<file path="src/rtl/pixel_dispatcher.sv">
// Round-robin pixel scheduler: issues raster coordinates to NUM_ENG depth engines
// and retires their results in raster order through a valid/ready output.
module pixel_dispatcher #(
    parameter int NUM_ENG = 4,
    parameter int X_SIZE  = 640,
    parameter int Y_SIZE  = 480
) (
    input  logic                 out_stream_aclk,
    input  logic                 periph_resetn,
    input  logic                 enable,
    output logic [NUM_ENG-1:0]   eng_start,
    output logic [9:0]           eng_x,
    output logic [8:0]           eng_y,
    input  logic [NUM_ENG-1:0]   eng_done,
    input  logic [8*NUM_ENG-1:0] eng_depth,
    output logic [7:0]           pix_depth,
    output logic                 pix_valid,
    input  logic                 pix_ready,
    output logic                 pix_sof,
    output logic                 pix_eol,
    output logic                 busy,
    output logic                 err_spurious
);

    localparam int PW = $clog2(NUM_ENG);
    localparam logic [9:0] X_LAST = 10'(X_SIZE - 1);
    localparam logic [8:0] Y_LAST = 9'(Y_SIZE - 1);

    typedef enum logic [1:0] {
        IDLE,
        BUSY,
        DONE
    } slot_state_t;

    slot_state_t   slot_state [NUM_ENG];
    logic [7:0]    slot_depth [NUM_ENG];
    logic          slot_sof   [NUM_ENG];
    logic          slot_eol   [NUM_ENG];

    logic [PW-1:0] iss_ptr;
    logic [PW-1:0] ret_ptr;
    logic [9:0]    x;
    logic [8:0]    y;
    logic          issue;
    logic          retire;

    // Both decisions look only at registered slot state, so a slot freed by
    // retire cannot be reissued until the following cycle.
    assign issue  = enable && (slot_state[iss_ptr] == IDLE);
    assign retire = pix_valid && pix_ready;

    assign pix_valid = (slot_state[ret_ptr] == DONE);
    assign pix_depth = slot_depth[ret_ptr];
    assign pix_sof   = slot_sof[ret_ptr];
    assign pix_eol   = slot_eol[ret_ptr];

    always_comb begin
        busy = 1'b0;
        for (int unsigned k = 0; k < NUM_ENG; k++) begin
            if (slot_state[k] != IDLE) busy = 1'b1;
        end
    end

    always_ff @(posedge out_stream_aclk or negedge periph_resetn) begin
        if (!periph_resetn) begin
            for (int unsigned k = 0; k < NUM_ENG; k++) begin
                slot_state[k] <= IDLE;
                slot_depth[k] <= '0;
                slot_sof[k]   <= 1'b0;
                slot_eol[k]   <= 1'b0;
            end
            iss_ptr      <= '0;
            ret_ptr      <= '0;
            x            <= '0;
            y            <= '0;
            eng_start    <= '0;
            eng_x        <= '0;
            eng_y        <= '0;
            err_spurious <= 1'b0;
        end else begin
            eng_start <= '0;
            if (issue) begin
                eng_start[iss_ptr]  <= 1'b1;
                eng_x               <= x;
                eng_y               <= y;
                slot_state[iss_ptr] <= BUSY;
                slot_sof[iss_ptr]   <= (x == '0) && (y == '0);
                slot_eol[iss_ptr]   <= (x == X_LAST);
                iss_ptr             <= iss_ptr + PW'(1);
                if (x == X_LAST) begin
                    x <= '0;
                    y <= (y == Y_LAST) ? '0 : y + 9'd1;
                end else begin
                    x <= x + 10'd1;
                end
            end
            if (retire) begin
                slot_state[ret_ptr] <= IDLE;
                ret_ptr             <= ret_ptr + PW'(1);
            end
            // Issue, retire and capture each require a different prior state,
            // so they never target the same slot in one cycle.
            for (int unsigned k = 0; k < NUM_ENG; k++) begin
                if (eng_done[k]) begin
                    if (slot_state[k] == BUSY) begin
                        slot_depth[k] <= eng_depth[8*k +: 8];
                        slot_state[k] <= DONE;
                    end else begin
                        err_spurious <= 1'b1;
                    end
                end
            end
        end
    end

endmodule
</file>
<file path="config.mk">
export PLATFORM = sky130hd
export DESIGN_NAME = pixel_dispatcher
export DESIGN_NICKNAME = d
export VERILOG_FILES = /design/src/rtl/pixel_dispatcher.sv
export SDC_FILE = /design/constraint.sdc
export NUM_CORES = 1
export LEC_CHECK = 0
export ABC_AREA = 1
export CORE_MARGIN = 2
export CORE_UTILIZATION = 50
export CTS_CLUSTER_SIZE = 28
export DETAILED_ROUTE_END_ITERATION = 12
export HOLD_SLACK_MARGIN = 0.03
export PLACE_DENSITY = 0.85
export SLEW_MARGIN = 25
export SYNTH_ARGS = -nofsm -noshare
export SYNTH_HDL_FRONTEND = slang
export SYNTH_SLANG_ARGS = --single-unit
</file>
<file path="constraint.sdc">
create_clock -name out_stream_aclk -period 2.64 [get_ports out_stream_aclk]
set_input_delay 0.396 -clock out_stream_aclk [delete_from_list [all_inputs] [get_ports out_stream_aclk]]
set_output_delay 0.396 -clock out_stream_aclk [all_outputs]
set_load 0.05 [all_outputs]
</file>
[Word-level counts from Yosys, hierarchy flattened]
Index checks and enable logic that the tools add are counted.
Storage, ports and cells
  input bits: 40
  word-level logic and storage cells: 116
  output and inout port bits: 36
  flip-flop bits (word level): 95
Cells by class
  bitwise logic cells: 7
  muxes and demuxes: 50
  eq/ne operators: 7
  $add $sub $neg: 4
  order comparisons: 6
  reductions and logical operators: 18
Operator list (number)
  two-way mux 8 bit: 4
  two-way mux 2 bit: 14
  two-way mux 1 bit: 18
  binary-select mux 8 bit (select 2 bit): 1
  adder 10 x 1 -> 10 bit, second input constant: 1
  equality test 10 bit, second input constant: 1
  zero test 10 bit: 1
  two-way mux 10 bit: 1
  AND reduction 2 bit: 5
  adder 9 x 1 -> 9 bit, second input constant: 1
  equality test 9 bit, second input constant: 1
  zero test 9 bit: 1
  two-way mux 9 bit: 1
  bitwise AND 8 bit: 1
  binary-select mux 2 bit (select 2 bit): 2
  bitwise mux 4 bit: 2
  demux 2 bit (select 2 bit): 2
  equality test 2 x 1 -> 1 bit, second input constant: 4
  NOT 8 bit: 1
  nonzero test 2 bit: 4
  greater-or-equal comparator 3 bit, second input constant: 2
  logical AND 1 bit: 6
  less-than comparator 3 x 1 -> 1 bit, second input constant: 2
  NOT 2 -> 3 bit: 2
  other kinds (11): 14

[Longest topological paths before layout]
  depth after elaboration: 12
  gate-level depth with buffers: 10
  gate-level depth less buffers: 9

[Least setup slack after synthesis]
No wires, ideal clock.
  kind: register to output
  start: reg ret_ptr[0]
  end: out pix_depth[0]
  required time: 2.244 ns
  arrival time: 1.719 ns
  path buffers: 1
  slack: 0.525 ns
  stages on the path, launching flop included: 5
  cell sequence: dfrtp_1 -> inv_1 -> clkbuf_1 -> nor2_1 -> o22ai_1
Between the ends
  cells in the longest elaborated chain, start to end: 4
Ends and longest elaborated chain
  start, declared: line 41  | logic [PW-1:0] ret_ptr;
  start signal, assigned: line 99  | ret_ptr <= ret_ptr + PW'(1);
  NOT 2 -> 3 bit (implied by the code): line 53  | assign pix_depth = slot_depth[ret_ptr];
  binary-select mux 8 bit (select 2 bit): line 53
  two-way mux 8 bit (implied by the code) (2 in series): line 53
  end, declared: line 16  | output logic [7:0] pix_depth,
No other way between the ends. The select of a mux whose other input is x is not followed.

[Final worst setup path]
  start: reg slot_state[7] (netlist bit)
  end: out busy
Between the ends
  cells in the longest elaborated chain, start to end: 5
Ends and longest elaborated chain
  start, declared: line 35  | slot_state_t slot_state [NUM_ENG];
  start signal, assigned by index: line 67  | slot_state[k] <= IDLE;
  start signal, assigned by index: line 86  | slot_state[iss_ptr] <= BUSY;
  start signal, assigned by index: line 98  | slot_state[ret_ptr] <= IDLE;
  nonzero test 2 bit: line 60  | if (slot_state[k] != IDLE) busy = 1'b1;
  two-way mux 1 bit (4 in series): line 60
  end, declared: line 21  | output logic busy,
No other way between the ends.

==> impl_results.md <==
* Clock Sinks at 95
* Port Buffers at 75
* Critical path arrival at between 1500 and 2000 ps
* Critical Path Max Stage Delay at ~700 ps
* Max-slew violation count at 0
* Switch share at a little over two fifths
* Fin Clk Skew at about 9.5 ps
* Post-route design area at roughly 5700 µm²
* # Post-CTS Setup Buffers at 0
* Post-synthesis sequential area ratio at 52.28%
* WL/cell at roughly 16 µm
* Multi-input gate area at between 1500 and 2000 µm²
* Clock Power Share at between 10% and 20%
* CP max stage cell: clkdlybuf4s50_1
* Slew headroom at ~54%
* Worst setup EP type: output port
* # diodes at 0
* Initial DRC Count at 247
* Part of the power in combinational logic at approximately half
* Via density at 5.471
* Synthesized area per cell at 9.298 µm²
* Initial core utilization at between 50 and 60%
* Fmax at about 440 MHz
* Mapped Nets at between 500 and 600
* Filler Cells Inserted at roughly 660
* Root Driver: clkbuf_8
* Post-DP Area at about 5500 µm²
* DRC Markers at 0
* Vias in the first global route at ~3,700
* Sequential Area at approximately 2400 µm²
* Num rows at 34
* Status: complete, no violations
* RD Place Congestion at about 0.9
* Flops & latches, synth at 95
* Io pins at 76
* Placed cell count at 666
* Post-DRT Antenna Nets at 0
* MaxCap Viol Count at 0
* RSZ-0062 raised after global routing: false
* Cell count after synthesis at 489
* Clock Tree Buf Depth at 2
* First-pass DRT Iterations at 6
* Post-layout min period at approximately 2300 ps
* Fin cells at 682
* Core Area at ~8800 µm²
* Worst Tran Pin Value at about 700 ps
* Hold Fails Final Rpt at 0
* Pwr per Cell Area at between 1000 and 1500 nW/µm²
* Sequential Power Share at about a third
* Crit path launch type: flip-flop
* Global-route wire length before repair at 17,900 µm
* GR Overflow Total at 0
* Fraction of layout cells with a size suffix above 1 at between 10% and 20%
* CTS resizes at 0
* Clock Latency Late Sink at between 300 and 400 ps
* H-tree levels at 3
* Psw at approximately 0.0028 W
* Final net count at 621
* HPWL after DPL at between 7000 and 8000 µm
* Die Wd at 99.36 µm
* Clock transition at path regs at 90 ps
* Yosys top cell area share at between 50% and 60%
* EDFF count, synth at 0
* Crit-path cells: inv_1, nand2_1, nor3_1, nand2_1, clkdlybuf4s50_1
* VDD IR max at roughly 570 µV
* Most frequent cell after synthesis: nand2_1
* Library cells used by synthesis at 26
* Via count at about 3,700
* Final period util at 87.02%
* Cell mode on critical path: nand2_1
* Final setup vio count at 0
* Largest net degree at the start of global routing at 50
* Layout Area Growth over Synthesis at 26.25%
* Critical path start-end classification: reg2out
* Dominant synthesized flop cell: dfrtp_1
* CTS buffer count at 9
* Die footprint at ~9900 µm²
* Area leader, netlist: dfrtp_1
* Post-synth ARST share at 100.0%
* Most area-consuming cells after synthesis: dfrtp_1 52%, nand2_1 8.8%, mux2_2 7.9%
* CTS tree: done
* Hold_buf cts at 0
* Total GRT Usage at between 20 and 25%
* Die H at approximately 99 µm
* Sum Neg Setup Slack at 0 ps
* Worst Path Required at 2240 ps
* Yosys warning total at 0
* Antenna violations before repair at 0
* Most frequent cells after synthesis: 106 x nand2_1, 95 x dfrtp_1, 56 x o21ai_0
* Synthesized area at between 4000 and 5000 µm²
* Hold Path Class: in2async
* Int Pwr at roughly 0.0038 W
* Leak pwr at around 2.6 nW
* Critical Path Fanout Max at 3
* Post-Place Setup Slack at 513.8 ps
* Final wirelength at ~11,000 µm
* Setup ws final at 342.7 ps
[kinds of logic after synthesis]
logic type | Yosys count | synth area share [%]
flops | 95 | 52.28
xor+xnor | 8 | 1.541
compound gates | 87 | 10.51
mux | 32 | 7.925
buf+inv | 57 | 5.531
fa+ha+maj | 12 | 3.302
simple gates | 198 | 18.90
[power groups by stage]
stage,clock (W),sequential (W),combinational [W]
global placement,0,0.00218,0.00320
CTS,0.00106,0.00219,0.00332
finish,0.00106,0.00220,0.00331
floorplan,0,0.00228,0.00192
global route,0.00113,0.00225,0.00356
detailed placement,0,0.00221,0.00328
[flip-flops by register name, indices dropped and copies added (netlist names)]
signal        flops
err_spurious      1
ret_ptr           2
slot_sof          4
eng_y             9
slot_depth       32
x                10
slot_eol          4
iss_ptr           2
slot_state        8
y                 9
eng_start         4
eng_x            10
[metal layers]
layer | share of wire (%) | track usage (%) | wire [µm]
met1 | 42 | 30.03 | 4554
met3 | 5.1 | 3.584 | 552
met5 | 0 | 0 | 0
met2 | 50 | 37.79 | 5439
met4 | 2.6 | 9.800 | 282
[worst paths after layout]
kind / from / to / slack, ps / cells after the start
max: slot_state[7] / busy / 340 / 5
min: periph_resetn / eng_x[0] / 40 / 1
max reg2reg: iss_ptr[0] / x[0] / 710 / 7
min reg2reg: err_spurious / err_spurious / 480 / 2
max in group asynchronous: periph_resetn / eng_x[6] / 2000 / 2
min in group out_stream_aclk: err_spurious / err_spurious / 480 / 2
[critical path: cells and delay by family (launching register included)]
kind / cells / cell delay, ps
flip-flops: 1 / 410
buffers and inverters: 2 / 810
AND/OR/NAND/NOR: 3 / 320
[area by class of cell]
cell class	instances	area share (%)
tap	108	2.354
sequential	95	41.41
timing repair buffer	82	16.09
inverter	44	2.877
clock inverter	7	1.700
clock buffer	9	2.158
multi-input combinational	337	33.41
[through the flow]
| stage | utilization (%) | total power [W] | hold slack, ps |
|---|---|---|---|
| finish | 65.51 | 0.006566 | 35.21 |
| global route | 65.51 | 0.006937 | 81.13 |
| CTS | 65.51 | 0.006574 | 63.88 |
| detailed placement | 62.98 | 0.005491 | 449.2 |
| global placement | 62.98 | 0.005374 | 445.9 |
| floorplan | - | 0.004203 | 100.4 |
[layout by cell type, fill, tap and decap left out, types with 4 or more instances in the layout]
cell,Yosys,routed
buf_12,0,12
nor3_1,4,4
a21oi_1,5,5
dfrtp_1,95,95
nand2_1,106,106
nand3_1,31,31
nand2_2,4,4
o21ai_2,8,8
nor2_1,36,36
inv_1,40,40
clkbuf_8,0,9
o22ai_1,10,10
buf_4,0,7
ha_1,12,12
mux2_2,32,32
o21ai_0,56,56
nand4_1,12,12
clkdlybuf4s50_1,0,63
inv_2,4,4
xor2_1,7,7
o21ai_1,8,8
(Power assumes the default switching activity.)
